### config.mk
export PLATFORM = sky130hd
export DESIGN_NAME = instruction_fetch
export DESIGN_NICKNAME = d
export VERILOG_FILES = /design/src/rtl/instruction_fetch.sv
export SDC_FILE = /design/constraint.sdc
export NUM_CORES = 1
export LEC_CHECK = 0
export ABC_AREA = 1
export BUFFER_PORTS_ARGS = -buffer_cell sky130_fd_sc_hd__buf_2
export CORE_UTILIZATION = 55
export CTS_BUF_LIST = sky130_fd_sc_hd__clkbuf_8
export DETAILED_ROUTE_END_ITERATION = 8
export HOLD_SLACK_MARGIN = 0.1
export PLACE_DENSITY = 0.81
export SYNTH_ARGS = -nofsm -noshare
export SYNTH_HDL_FRONTEND = slang
export SYNTH_SLANG_ARGS = --single-unit
### constraint.sdc
create_clock -name clk -period 2.1 [get_ports clk]
set_input_delay 0.42 -clock clk [delete_from_list [all_inputs] [get_ports clk]]
set_output_delay 0.42 -clock clk [all_outputs]
set_load 0.005 [all_outputs]
### src/rtl/instruction_fetch.sv
// rtl/instruction_fetch.sv - fetch sequencer: PC-addressed memory read into IR with ready/valid handshake
// Holds the IR with a valid flag until decode acks; branches during a fetch are deferred to its completion.
module instruction_fetch #(
  parameter int ADDR_W   = 9,
  parameter int MAX_WAIT = 16
) (
  input  logic              clk,
  input  logic              clr,
  input  logic              start,
  input  logic              branch_load,
  input  logic [31:0]       branch_target,
  input  logic              mem_ready,
  input  logic [31:0]       mem_data_in,
  input  logic              ir_ack,
  output logic [ADDR_W-1:0] mem_addr,
  output logic              mem_read,
  output logic [31:0]       pc,
  output logic [31:0]       ir,
  output logic              ir_valid,
  output logic              busy,
  output logic              fetch_err
);

  typedef enum logic [1:0] {IDLE, ADDR, WAIT, HOLD} state_t;

  // The timeout fires on the MAX_WAIT-th consecutive WAIT edge without mem_ready.
  localparam logic [7:0] WAIT_LAST = 8'(MAX_WAIT - 1);

  state_t      state;
  state_t      next_state;
  logic [7:0]  wait_cnt;
  logic        br_pend;
  logic [31:0] br_tgt;
  logic        redirect_valid;
  logic [31:0] redirect_pc;
  logic        wait_expired;

  always_ff @(posedge clk) begin
    if (!clr) state <= IDLE;
    else      state <= next_state;
  end

  always_comb begin
    next_state = state;
    case (state)
      IDLE: if (start) next_state = ADDR;
      ADDR: next_state = WAIT;
      WAIT: begin
        if (mem_ready)         next_state = HOLD;
        else if (wait_expired) next_state = IDLE;
      end
      HOLD: if (ir_ack) next_state = start ? ADDR : IDLE;
      default: next_state = IDLE;
    endcase
  end

  // A branch arriving on the completing edge itself wins over an older pending one.
  always_comb begin
    busy           = (state == ADDR) || (state == WAIT);
    wait_expired   = (wait_cnt == WAIT_LAST);
    redirect_valid = branch_load || br_pend;
    redirect_pc    = branch_load ? branch_target : br_tgt;
  end

  always_ff @(posedge clk) begin
    if (!clr) begin
      pc        <= '0;
      ir        <= '0;
      ir_valid  <= 1'b0;
      mem_read  <= 1'b0;
      mem_addr  <= '0;
      fetch_err <= 1'b0;
      wait_cnt  <= '0;
      br_pend   <= 1'b0;
      br_tgt    <= '0;
    end else begin
      case (state)
        IDLE: begin
          if (branch_load) pc <= branch_target;
          if (start)       fetch_err <= 1'b0;
        end
        ADDR: begin
          mem_addr <= pc[ADDR_W-1:0];
          mem_read <= 1'b1;
          wait_cnt <= '0;
          if (branch_load) begin
            br_pend <= 1'b1;
            br_tgt  <= branch_target;
          end
        end
        WAIT: begin
          if (mem_ready) begin
            ir       <= mem_data_in;
            ir_valid <= 1'b1;
            mem_read <= 1'b0;
            pc       <= redirect_valid ? redirect_pc : pc + 32'd1;
            br_pend  <= 1'b0;
          end else if (wait_expired) begin
            fetch_err <= 1'b1;
            mem_read  <= 1'b0;
            br_pend   <= 1'b0;
            if (redirect_valid) pc <= redirect_pc;
          end else begin
            wait_cnt <= wait_cnt + 8'd1;
            if (branch_load) begin
              br_pend <= 1'b1;
              br_tgt  <= branch_target;
            end
          end
        end
        HOLD: begin
          if (branch_load) pc <= branch_target;
          if (ir_ack)      ir_valid <= 1'b0;
        end
        default: ;
      endcase
    end
  end

endmodule
== Word-level counts from Yosys, hierarchy flattened ==
Cells that the tools add are included.

* Logic and storage cells: 73
* RAM bits: 0
* Bits in latches: 0
* Memories kept: 0
* Output and inout bits: 77
* Register bits: 119
* Bits of input ports: 70
* Bits in read-only memories: 0

* $mul: 0
* Order comparisons: 0
* Bitwise operators: 0
* Shift-type cells: 0
* Divide/modulo/power cells: 0
* Eq/ne operators: 13
* Multiplexer cells: 33
* Reductions and logical operators: 15
* Add/subtract/negate cells: 2

{| class="wikitable"
|+ Operators by type and width
! kind !! number
|-
| 32-bit 2-to-1 mux || 8
|-
| 32-bit one-hot mux with 2 select lines || 2
|-
| 32-bit by 1-bit adder with 32-bit output, second input constant || 1
|-
| 8-bit 2-to-1 mux || 2
|-
| 8-bit one-hot mux with 2 select lines || 1
|-
| 2-bit != test, second input constant || 6
|-
| 1-bit 2-to-1 mux || 11
|-
| 3-bit AND reduction || 3
|-
| 8-bit by 1-bit adder with 8-bit output, second input constant || 1
|-
| 8-bit by 4-bit equality test with 1-bit output, second input constant || 1
|-
| 2-bit 2-to-1 mux || 4
|-
| 1-bit one-hot mux with 2 select lines || 4
|-
| 2-bit one-hot mux with 4 select lines || 1
|-
| 4-bit AND reduction || 2
|-
| 2-bit nonzero test || 4
|-
| 3-bit != test, second input constant || 2
|-
| 2-bit equality test, second input constant || 2
|-
| 2-bit AND reduction || 2
|-
| 2-bit by 1-bit equality test with 1-bit output, second input constant || 1
|-
| 2-bit zero test || 1
|-
| 1-bit logical OR || 2
|-
| 2-bit by 1-bit != test with 1-bit output, second input constant || 1
|-
| 2-bit OR reduction || 1
|}

== Logic depth before layout (Yosys ltp) ==
Gate-level depths: netlist of run 1.

* Word-level depth: 5
* Gate-level depth with buffers: 12
* Depth with buffers taken out: 12

== Worst setup path after synthesis of run 1 ==
Ideal clock, no wire load.

* Path kind: register to register
* From: register state[0]
* To: register wait_cnt[3]
* Clock period less this slack: 1666 ps
* Library setup time: 116 ps
* Cell stages (with the launch flop): 12
* Arrival: 1551 ps
* Data required time: 1984 ps
* Path slack: 434 ps
* Path buffers: 2
* Cells stage by stage: dfxtp_1 inv_1 ha_1 buf_2 nand2_4 inv_2 nor2_1 nand2_2 inv_2 buf_6 nand3_1 and3_1

* Word-level cells in the longest chain between the ends: 3
* Elaborated cells on any way between the ends: 7
* Classes of those cells: 4 x eq/ne; 1 x mux; 2 x reduce/logical

{| class="wikitable"
|+ RTL lines
! element !! RTL line !! text
|-
| start, declared || 29 || <nowiki>state_t state;</nowiki>
|-
| start signal, assigned || 40 || <nowiki>else state <= next_state;</nowiki>
|-
| 2-bit equality test / 2-bit by 1-bit equality test with 1-bit output (equally long branches) || 77 || <nowiki>case (state)</nowiki>
|-
| 2-bit != test (no line) / 2-bit nonzero test (equally long branches) || - ||
|-
| 3-bit AND reduction (no line) || - ||
|-
| end signal, assigned || 104 || <nowiki>wait_cnt <= wait_cnt + 8'd1;</nowiki>
|-
| end, declared || 31 || <nowiki>logic [7:0] wait_cnt;</nowiki>
|}

Several ways; a longest one is shown, not always the timed one.
A chain may end at the register's enable or synchronous reset.

== Worst setup path after layout of run 1 ==
* From: register state[1]
* To: output port busy

* Word-level cells in the longest chain between the ends: 2
* Elaborated cells on any way between the ends: 3
* Classes of those cells: 2 x eq/ne; 1 x reduce/logical

{| class="wikitable"
|+ RTL lines
! element !! RTL line !! text
|-
| 2-bit by 1-bit equality test with 1-bit output / 2-bit equality test (equally long branches) || 59 || <nowiki>busy = (state == ADDR) || (state == WAIT);</nowiki>
|-
| 1-bit logical OR * || 59 ||
|-
| end, declared || 20 || <nowiki>output logic busy,</nowiki>
|}

Every way passes the cells marked *; elsewhere a longest branch is shown, timed or not.

==> results of run 1 <==
==> state kept, by name (all words and copies together), names as in the netlist <==
name and cells:
br_pend 1, br_tgt 32, fetch_err 1, ir 32, ir_valid 1, mem_addr 9
mem_read 1, pc 32, state 2, wait_cnt 8
==> layout by cell type, fill, tap and decap left out, types with 20 or more instances in the layout <==
cell type,n
nor2_1,147
buf_2,146
nand2_1,127
a21oi_1,122
dfxtp_1,119
o21ai_0,115
inv_1,71
o21ai_1,36
nand3_1,31
buf_4,20
==> cells by family after synthesis <==
kind of cell	count (synthesis)	share of synthesized area
fa+ha+maj	6	0.01181
buf+inv	131	0.09309
flops	119	0.3747
compound gates	303	0.2509
mux	13	0.02047
simple gates	346	0.2435
xor+xnor	4	0.005512
==> report_power, final <==
part	total, W	switching, W	internal [W]	leakage, nW
Sequential	0.00351	0.000608	0.00290	0.977
Clock	0.00201	0.00105	0.000960	0.181
Combinational	0.00346	0.00212	0.00134	2.19
Total	0.00898	0.00378	0.00520	3.34
==> layout make-up <==
type,count,area (µm²)
clock buffer,17,234.0
timing repair buffer,170,955.9
clock inverter,15,146.4
sequential,119,2382
inverter,79,301.5
multi-input combinational,672,3383
tap,140,175.2
fill,986,3452
==> layer usage <==
layer / track usage / part of all wire
met2: 0.4816 / 0.46
met1: 0.3814 / 0.44
met4: 0.1181 / 0.026
met5: 0 / 0
met3: 0.08180 / 0.072
==> stage by stage <==
step | power [W] | util | setup TNS, ns | hold slack [ns] | setup slack (ns)
floorplan | 0.005784 | - | 0 | 0.4244 | 0.4339
global placement | 0.006841 | 0.6519 | 0 | 0.4343 | 0.2607
detailed placement | 0.006937 | 0.6519 | 0 | 0.4425 | 0.1900
CTS | 0.008948 | 0.6867 | 0 | 0.2021 | 0.03915
global route | 0.009632 | 0.6870 | -0.2893 | 0.2087 | -0.03336
finish | 0.008979 | 0.6870 | 0 | 0.2183 | 0.06972
==> worst paths after layout <==
check                          start                 endpoint  slack (ns)  cells after the start
max reg2reg    state[0]$_SDFFE_PN0P_       pc[1]$_SDFFE_PN0P_        0.16                     12
max            state[1]$_SDFFE_PN0P_                     busy        0.07                      4
min                   mem_data_in[4]       ir[4]$_SDFFE_PN0P_        0.22                      3
min reg2reg  br_tgt[30]$_SDFFE_PN0P_  br_tgt[30]$_SDFFE_PN0P_        0.45                      2
==> worst min-delay path: cells and delay by family <==
family / cells / cell delay [ns]
buf+inv: 1 / 0.07
compound gates: 1 / 0.07
simple gates: 1 / 0.08
==> what timing repair did <==
item | CTS | global route
setup endpoints to repair | 1 | 7
hold buffers | 0 | 0
setup buffers | 0 | 0
resized for setup | 1 | 1
==> results_dict.tcl, run 1 <==
set metrics [dict create \
    ys_types 41 \
    grtUsageTotal 0.2997 \
    cts_tree "yes" \
    grt_pass1_vias 5814 \
    htreeDepth 4 \
    antenna_found_initial 0 \
    rsz0062_at_grt "true" \
    cp_num_buf_inv 3 \
    worstPathRequired_ns 1.68 \
    fmax_ghz 0.4925 \
    ant_nets 0 \
    syn_area_mm2 0.006357 \
    layoutNonFillerInstCount 1212 \
    synthCells 922 \
    gp_congestion 0.9156 \
    vdd_drop_max_uv 769.4 \
    fin_skew_ns 0.01184 \
    drv_cap 0 \
    pin_count 147 \
    clock_latency_ns 0.45 \
    ys_top_cells_by_area "dfxtp_1, a21oi_1, o21ai_0" \
    clk_pin_slew_ns 0.08 \
    cts_root_buffer "clkbuf_8" \
    final_nets 1135 \
    status "finished clean" \
    dr.pass1.iters 6 \
    synth_fp_nets 998 \
    die_y_um 109.5 \
    path_class "reg -> out" \
    cp-start-kind "flip-flop" \
    powerDensity_mw_per_mm2 1185 \
    synthFlopType "dfxtp_1" \
    drt-initial-drc-count 545 \
    slowest_delay_ns 0.38 \
    fin_area_mm2 0.007579 \
    num_vias 6576 \
    clkSinkCount 119 \
    synth_seq_cells 119 \
    drive_gt1_frac 0.2211 \
    grt_remaining_overflow 0 \
    critPathArrivalTime_ns 1.61 \
    grt_max_degree 60 \
    die-area_mm2 0.01199 \
    setup_viol 0 \
    finalHoldViolations 0 \
    yosysMostFrequentCell "nor2_1" \
    end_kind "output pin" \
    num_rows 38 \
    dpl_cell_area_mm2 0.007191 \
    avgSynthCellArea_um2 6.895 \
    viasPerCell 5.426 \
    cp_top_family "buffers and inverters" \
    drc 0 \
    final_max_slew_viol_count 0 \
    hp-class "in -> reg" \
    numCtsBuffers 17 \
    critical_path.max_fanout 20 \
    cts_buffer_depth 2 \
    layout_min_cycle_time_ns 2.030 \
    leakage_nw 3.343 \
    ys_warn_count 0 \
    antennaDiodeCount 0 \
    dpl.hpwl_um 12670 \
    yosysTopAreaCellShare 0.3747 \
    yosys-top-cells-count "nor2_1, nand2_1, a21oi_1" \
    slowest_stage "dfxtp_1" \
    grt_pass1_wl_um 27630 \
    drt_wl_total_um 17370 \
    coreArea_mm2 0.01103 \
    tightest_slew_ns 0.5583 \
    dp.cells 1180 \
    portBuffers 146 \
    path_cells "inv_1, ha_1, buf_8, buf_2" \
    wl_per_cell_um 14.33 \
    slew_headroom 0.6278 \
    fin_crit_sh 0.9668 \
    initial_core_util 0.5763 \
    ys_seq_area_frac 0.3747 \
    area_growth_pct 19.21 \
    synth_edf_count 0 \
    synthArstFlopShare 0 \
    yosysTopAreaCell "dfxtp_1" \
    die_x_um 109.5 \
]
(Power assumes the default switching activity.)
==> run 2: changes to the inputs <==
--- a/config.mk
+++ b/config.mk
@@ -5,13 +5,13 @@
 export SDC_FILE = /design/constraint.sdc
 export NUM_CORES = 1
 export LEC_CHECK = 0
-export ABC_AREA = 1
 export BUFFER_PORTS_ARGS = -buffer_cell sky130_fd_sc_hd__buf_2
-export CORE_UTILIZATION = 55
+export CORE_UTILIZATION = 53
 export CTS_BUF_LIST = sky130_fd_sc_hd__clkbuf_8
 export DETAILED_ROUTE_END_ITERATION = 8
 export HOLD_SLACK_MARGIN = 0.1
-export PLACE_DENSITY = 0.81
+export PLACE_DENSITY = 0.8
 export SYNTH_ARGS = -nofsm -noshare
 export SYNTH_HDL_FRONTEND = slang
 export SYNTH_SLANG_ARGS = --single-unit
+export TNS_END_PERCENT = 50
==> run 2 against run 1 <==
  * Final cell count down 16%
  * Design area is 7.1% lower
  * Clock-buffer cell count grew 4
  * Wire length shrank 6.0%
  * Fmax fell by 0.22%
  * Critical endpoint is now pc[28]$_SDFFE_PN0P_
  * Via count is 10% lower
  * Non-clock buffer count up 12
  * Largest cell class unchanged
  * Clock skew decreased by 0.0035 ns
==> results_dict.tcl, run 2 <==
set metrics [dict create \
    ys_top_cells_by_area "dfxtp_1, nand2_1, a21oi_1" \
    yosysMostFrequentCell "nand2_1" \
    numCtsBuffers 17 \
    cp-start-kind "flip-flop" \
    layout_commonest_cell "nand2_1" \
    cp-startpoint "pc[0]$_SDFFE_PN0P_" \
    initial_core_util 0.5468 \
    final_max_slew_viol_count 0 \
    synthCells 726 \
    end_kind "flip-flop" \
    hp-class "in -> reg" \
    critical_path.max_fanout 6 \
    ys_warn_count 0 \
    reg_top3 "br_tgt: 32 flops, ir: 32 flops, pc: 32 flops" \
    antennaDiodeCount 0 \
    syn_area_mm2 0.005670 \
    drc 0 \
    num_rows 37 \
    fin_crit_sh 0.9689 \
    slew_headroom 0.6088 \
    dp.cells 991 \
    synth_edf_count 0 \
    fin_skew_ns 0.008323 \
    clockPowerShare 0.203 \
    vdd_drop_max_uv 674.5 \
    clock_latency_ns 0.44 \
    p_comb_frac 0.440 \
    sequentialPowerShare 0.357 \
    ys_seq_area_frac 0.4201 \
    htreeDepth 4 \
    hold_start "start" \
    drive_gt1_frac 0.2641 \
    critPathArrivalTime_ns 2.41 \
    synthArstFlopShare 0 \
    grt_pass1_wl_um 26620 \
    cts_buffer_depth 2 \
    clkSinkCount 119 \
    yosysTopAreaCell "dfxtp_1" \
    gp_congestion 0.8791 \
    tightest_slew_ns 0.5867 \
    viasPerCell 5.780 \
    p_int_w 0.005524 \
    regToRegStartpoint "pc[0]$_SDFFE_PN0P_" \
    num_vias 5907 \
    antenna_found_initial 0 \
    grt_remaining_overflow 0 \
    cts_root_buffer "clkbuf_8" \
    layoutNonFillerInstCount 1022 \
    fillers 868 \
    die_y_um 105.4 \
    drv_cap 0 \
    switching_share 0.3968 \
    setup_viol 0 \
    portBuffers 146 \
    p_sw_w 0.003635 \
    cp_top_family "simple AND/OR/NAND/NOR gates" \
    dr.pass1.iters 5 \
    synth_seq_cells 119 \
    yosys-top-cells-count "nand2_1, dfxtp_1, a21oi_1" \
    finalHoldViolations 0 \
    pin_count 147 \
    status "finished clean" \
    coreArea_mm2 0.01037 \
    path_class "reg -> reg" \
    die-area_mm2 0.01112 \
    slowest_stage "o41ai_1" \
    layout_min_cycle_time_ns 2.035 \
    rsz0062_at_grt "true" \
    total_power_w 0.009159 \
    finalCoreUtilization 0.6786 \
    area_growth_pct 24.10 \
    slowest_delay_ns 0.40 \
    avgSynthCellArea_um2 7.811 \
    die_x_um 105.4 \
    drt_wl_total_um 16330 \
    cp_num_buf_inv 0 \
    final_nets 952 \
    cts_tree "yes" \
    grt_pass1_vias 5671 \
    path_cells "ha_1, and4_1, and2_1, nand3_1, o41ai_1, nand2_1, a21oi_1" \
    powerDensity_mw_per_mm2 1302 \
    drt-initial-drc-count 465 \
    ys_types 60 \
    postCtsHoldBufs 0 \
    final_cell_mix "nand2_1, buf_2, dfxtp_1" \
    worstPathRequired_ns 2.47 \
    wl_per_cell_um 15.98 \
    clk_pin_slew_ns 0.07 \
    ant_nets 0 \
    dpl.hpwl_um 11150 \
    grtUsageTotal 0.2985 \
    yosysTopAreaCellShare 0.4201 \
    synthFlopType "dfxtp_1" \
    fmax_ghz 0.4915 \
    grt_max_degree 45 \
    leakage_nw 2.878 \
    synth_fp_nets 802 \
]
run 2: cells by family after synthesis:
group	share of synthesized area
simple gates	0.2328
compound gates	0.2244
flops	0.4201
buf+inv	0.05781
xor+xnor	0.03398
mux	0.01765
fa+ha+maj	0.01324
run 2: area by class of cell:
type                            instances  area, µm²  area share
Tap cell                              136      170.2     0.02418
Clock buffer                           21      289.0     0.04107
Multi-Input combinational cell        546       3013      0.4282
Sequential cell                       119       2382      0.3385
Clock inverter                          8      60.06    0.008535
Timing Repair Buffer                  182       1085      0.1542
Inverter                               10      37.54    0.005334
run 2: what timing repair did:
action,4_1_cts,5_1_grt
setup buffers,0,1
gates cloned,0,1
setup endpoints to repair,4,29
pin swaps,0,1
gates resized for setup,1,12
endpoints found under the hold margin,0,0
run 2: final timing paths:
check             cells after the start                      to  slack (ns)
setup reg to reg                      7     pc[28]$_SDFFE_PN0P_        0.07
hold reg to reg                       2     ir[23]$_SDFFE_PN0P_        0.46
hold / removal                        2  fetch_err$_SDFFE_PN0P_        0.21
setup / recovery                      7     pc[28]$_SDFFE_PN0P_        0.07
run 2: power by group through the flow:
stage,clock [W],sequential [W],combinational [W]
final,0.00186,0.00327,0.00403
after global routing,0.00199,0.00334,0.00440
after CTS,0.00189,0.00325,0.00377
after detailed placement,0,0.00329,0.00374
after global placement,0,0.00327,0.00362
after floorplan,0,0.00332,0.00226
run 2: routing by layer:
| layer | GRT usage | part of all wire |
|---|---|---|
| met5 | 0 | 0 |
| met4 | 0.1298 | 0.023 |
| met2 | 0.5000 | 0.49 |
| met3 | 0.09276 | 0.086 |
| met1 | 0.3508 | 0.40 |
run 2: per-stage QoR:
stage	hold WS (ns)	instance area, µm²	setup TNS (ns)	setup slack (ns)
floorplan	0.4332	5670	0	0.07809
global placement	0.4390	6601	0	0.1472
detailed placement	0.4486	6601	-0.06728	-0.02772
CTS	0.1927	6953	0	0.03002
global route	0.1997	7037	-0.3903	-0.1041
finish	0.2126	7037	0	0.06523
==> run 3: changes to the inputs <==
--- a/config.mk
+++ b/config.mk
@@ -5,12 +5,13 @@
 export SDC_FILE = /design/constraint.sdc
 export NUM_CORES = 1
 export LEC_CHECK = 0
+export ABC_AREA = 1
 export BUFFER_PORTS_ARGS = -buffer_cell sky130_fd_sc_hd__buf_2
 export CORE_UTILIZATION = 53
 export CTS_BUF_LIST = sky130_fd_sc_hd__clkbuf_8
 export DETAILED_ROUTE_END_ITERATION = 8
 export HOLD_SLACK_MARGIN = 0.1
-export PLACE_DENSITY = 0.8
+export PLACE_DENSITY = 0.79
 export SYNTH_ARGS = -nofsm -noshare
 export SYNTH_HDL_FRONTEND = slang
 export SYNTH_SLANG_ARGS = --single-unit
==> run 3 against run 2 <==
  * The flow now finishes with violations (DRC)
  * Core utilization is 2.4 points lower
  * Critical path depth is 3 lower
  * Worst hold slack better by 0.011 ns
  * Flip-flop and latch count stayed put
  * Total power is 1.7% lower
  * Die area is 12% higher
  * Critical endpoint is now busy
  * Largest cell class unchanged
  * Highest routed layer is now met5
==> results_dict.tcl, run 3 (synthesis gave the netlist of run 1 again) <==
set metrics [dict create \
    cts_tree "yes" \
    r2r_slack_ns 0.14 \
    end_kind "output pin" \
    drc 6 \
    slew_headroom 0.6416 \
    grt_remaining_overflow 0 \
    setup_viol 0 \
    critPathArrivalTime_ns 1.59 \
    fin_skew_ns 0.009767 \
    dp.cells 1181 \
    num_rows 39 \
    place_ws_ns 0.1418 \
    grt_pass1_vias 5682 \
    antenna_found_initial 1 \
    fin_crit_sh 0.9590 \
    fin_tns_setup_ns 0 \
    reg2reg_depth 9 \
    finalHoldViolations 0 \
    die_x_um 111.5 \
    regToRegStartpoint "state[1]$_SDFFE_PN0P_" \
    cp-startpoint "state[1]$_SDFFE_PN0P_" \
    status "finished, violations left" \
    antennaDiodeCount 0 \
    cts_root_buffer "clkbuf_8" \
    powerDensity_mw_per_mm2 1191 \
    clock_latency_ns 0.44 \
    hold_end "ir[22]$_SDFFE_PN0P_" \
    cp-start-kind "flip-flop" \
    cts_buffer_depth 2 \
    grtUsageTotal 0.2803 \
    setup_ws_ns 0.08613 \
    ant_nets 0 \
    dpl.hpwl_um 12440 \
    worstPathRequired_ns 1.68 \
    coreArea_mm2 0.01156 \
    portBuffers 146 \
    gr-usage-met1 0.3588 \
    fmax_ghz 0.4966 \
    rr_endpoint "br_tgt[9]$_SDFFE_PN0P_" \
    reg_top3 "br_tgt: 32 flops, ir: 32 flops, pc: 32 flops" \
    final_nets 1133 \
    hold_start "mem_data_in[22]" \
    vdd_drop_max_uv 719.9 \
    hp-class "in -> reg" \
    layout_min_cycle_time_ns 2.014 \
    drv_cap 0 \
    top_usage_layer "met2" \
    cts_setup_buffers 0 \
    grt_util_met3 0.09581 \
    critical_path.max_fanout 20 \
    grt_pass1_wl_um 27660 \
    wl_per_cell_um 14.25 \
    die_y_um 111.5 \
    leakage_nw 3.352 \
    layoutNonFillerInstCount 1211 \
    clkSinkCount 119 \
    final_max_slew_viol_count 0 \
    pin_count 147 \
    grt_max_degree 59 \
    drive_gt1_frac 0.2182 \
    numCtsBuffers 17 \
    area_growth_pct 19.01 \
    violations "DRC" \
    tightest_slew_ns 0.5376 \
    fillers 1060 \
    num_vias 6536 \
    drt-initial-drc-count 633 \
    rsz0062_at_grt "false" \
    final_cell_mix "nor2_1, buf_2, nand2_1" \
    hold_path_depth 3 \
    htreeDepth 4 \
    path_class "reg -> out" \
    met2_usage 0.4296 \
    initial_core_util 0.5497 \
    clk_pin_slew_ns 0.07 \
    viasPerCell 5.397 \
    drt_wl_total_um 17250 \
    dpl_cell_area_mm2 0.007179 \
    die-area_mm2 0.01244 \
    dr.pass1.iters 7 \
    gp_congestion 0.9148 \
    fin_area_mm2 0.007566 \
]
run 3: cell count changes in the layout (fill, tap and decap cells not counted), moves of 9 or more:
cell | before | now
xnor2_1 | 11 | 2
a21oi_1 | 106 | 122
nand3_1 | 15 | 31
nor2_1 | 43 | 146
nand2_1 | 181 | 127
o21ai_1 | 3 | 36
o21ai_0 | 38 | 115
xor2_1 | 11 | 2
inv_1 | 13 | 73
buf_4 | 29 | 18
run 3: worst max-delay path: stages (launching register included):
cell and delay [ns]:
dfxtp_1 0.37, inv_1 0.09, ha_1 0.35, buf_8 0.20, buf_2 0.16
run 3: worst max path at each step:
stage                          endpoint  depth (start not counted)
3_5_place_dp     br_tgt[9]$_SDFFE_PN0P_                         11
6_report                           busy                          4
3_3_place_gp         pc[9]$_SDFFE_PN0P_                          9
4_1_cts                            busy                          4
5_1_grt                            busy                          4
2_1_floorplan  wait_cnt[3]$_SDFFE_PN0P_                         11
run 3: what timing repair did:
item	in CTS	in global routing
pin swaps	0	0
gates resized for setup	1	5
setup endpoints to repair	1	7
hold buffers	0	0
run 3: metal layers:
layer	vias up	wire length, µm	share of wire
li1	3346	-	-
met1	2865	7471	0.43
met2	287	7756	0.45
met3	36	1555	0.090
met4	2	454	0.026
met5	-	13	0.00075
run 3: metrics by stage:
stage,hold WS [ns],utilization,total power (W)
floorplan,0.4244,-,0.005784
global placement,0.4353,0.6208,0.006895
detailed placement,0.4410,0.6208,0.006970
CTS,0.2000,0.6534,0.008964
global route,0.2015,0.6542,0.009645
finish,0.2240,0.6542,0.009008
run 3: power breakdown:
| group | total, W | switching [W] | internal [W] |
|---|---|---|---|
| combinational | 0.00348 | 0.00212 | 0.00137 |
| sequential | 0.00354 | 0.000635 | 0.00291 |
| clock | 0.00198 | 0.000896 | 0.00109 |
| total | 0.00901 | 0.00365 | 0.00536 |
run 3: final cells by class:
class	count	area, µm²	area share
clock inverters	11	111.4	0.01472
well taps	143	178.9	0.02365
inverters	79	304.0	0.04019
repair buffers	168	940.9	0.1244
flip-flops and latches	119	2384	0.3150
clock buffers	19	261.5	0.03456
multi-input cells	672	3386	0.4475
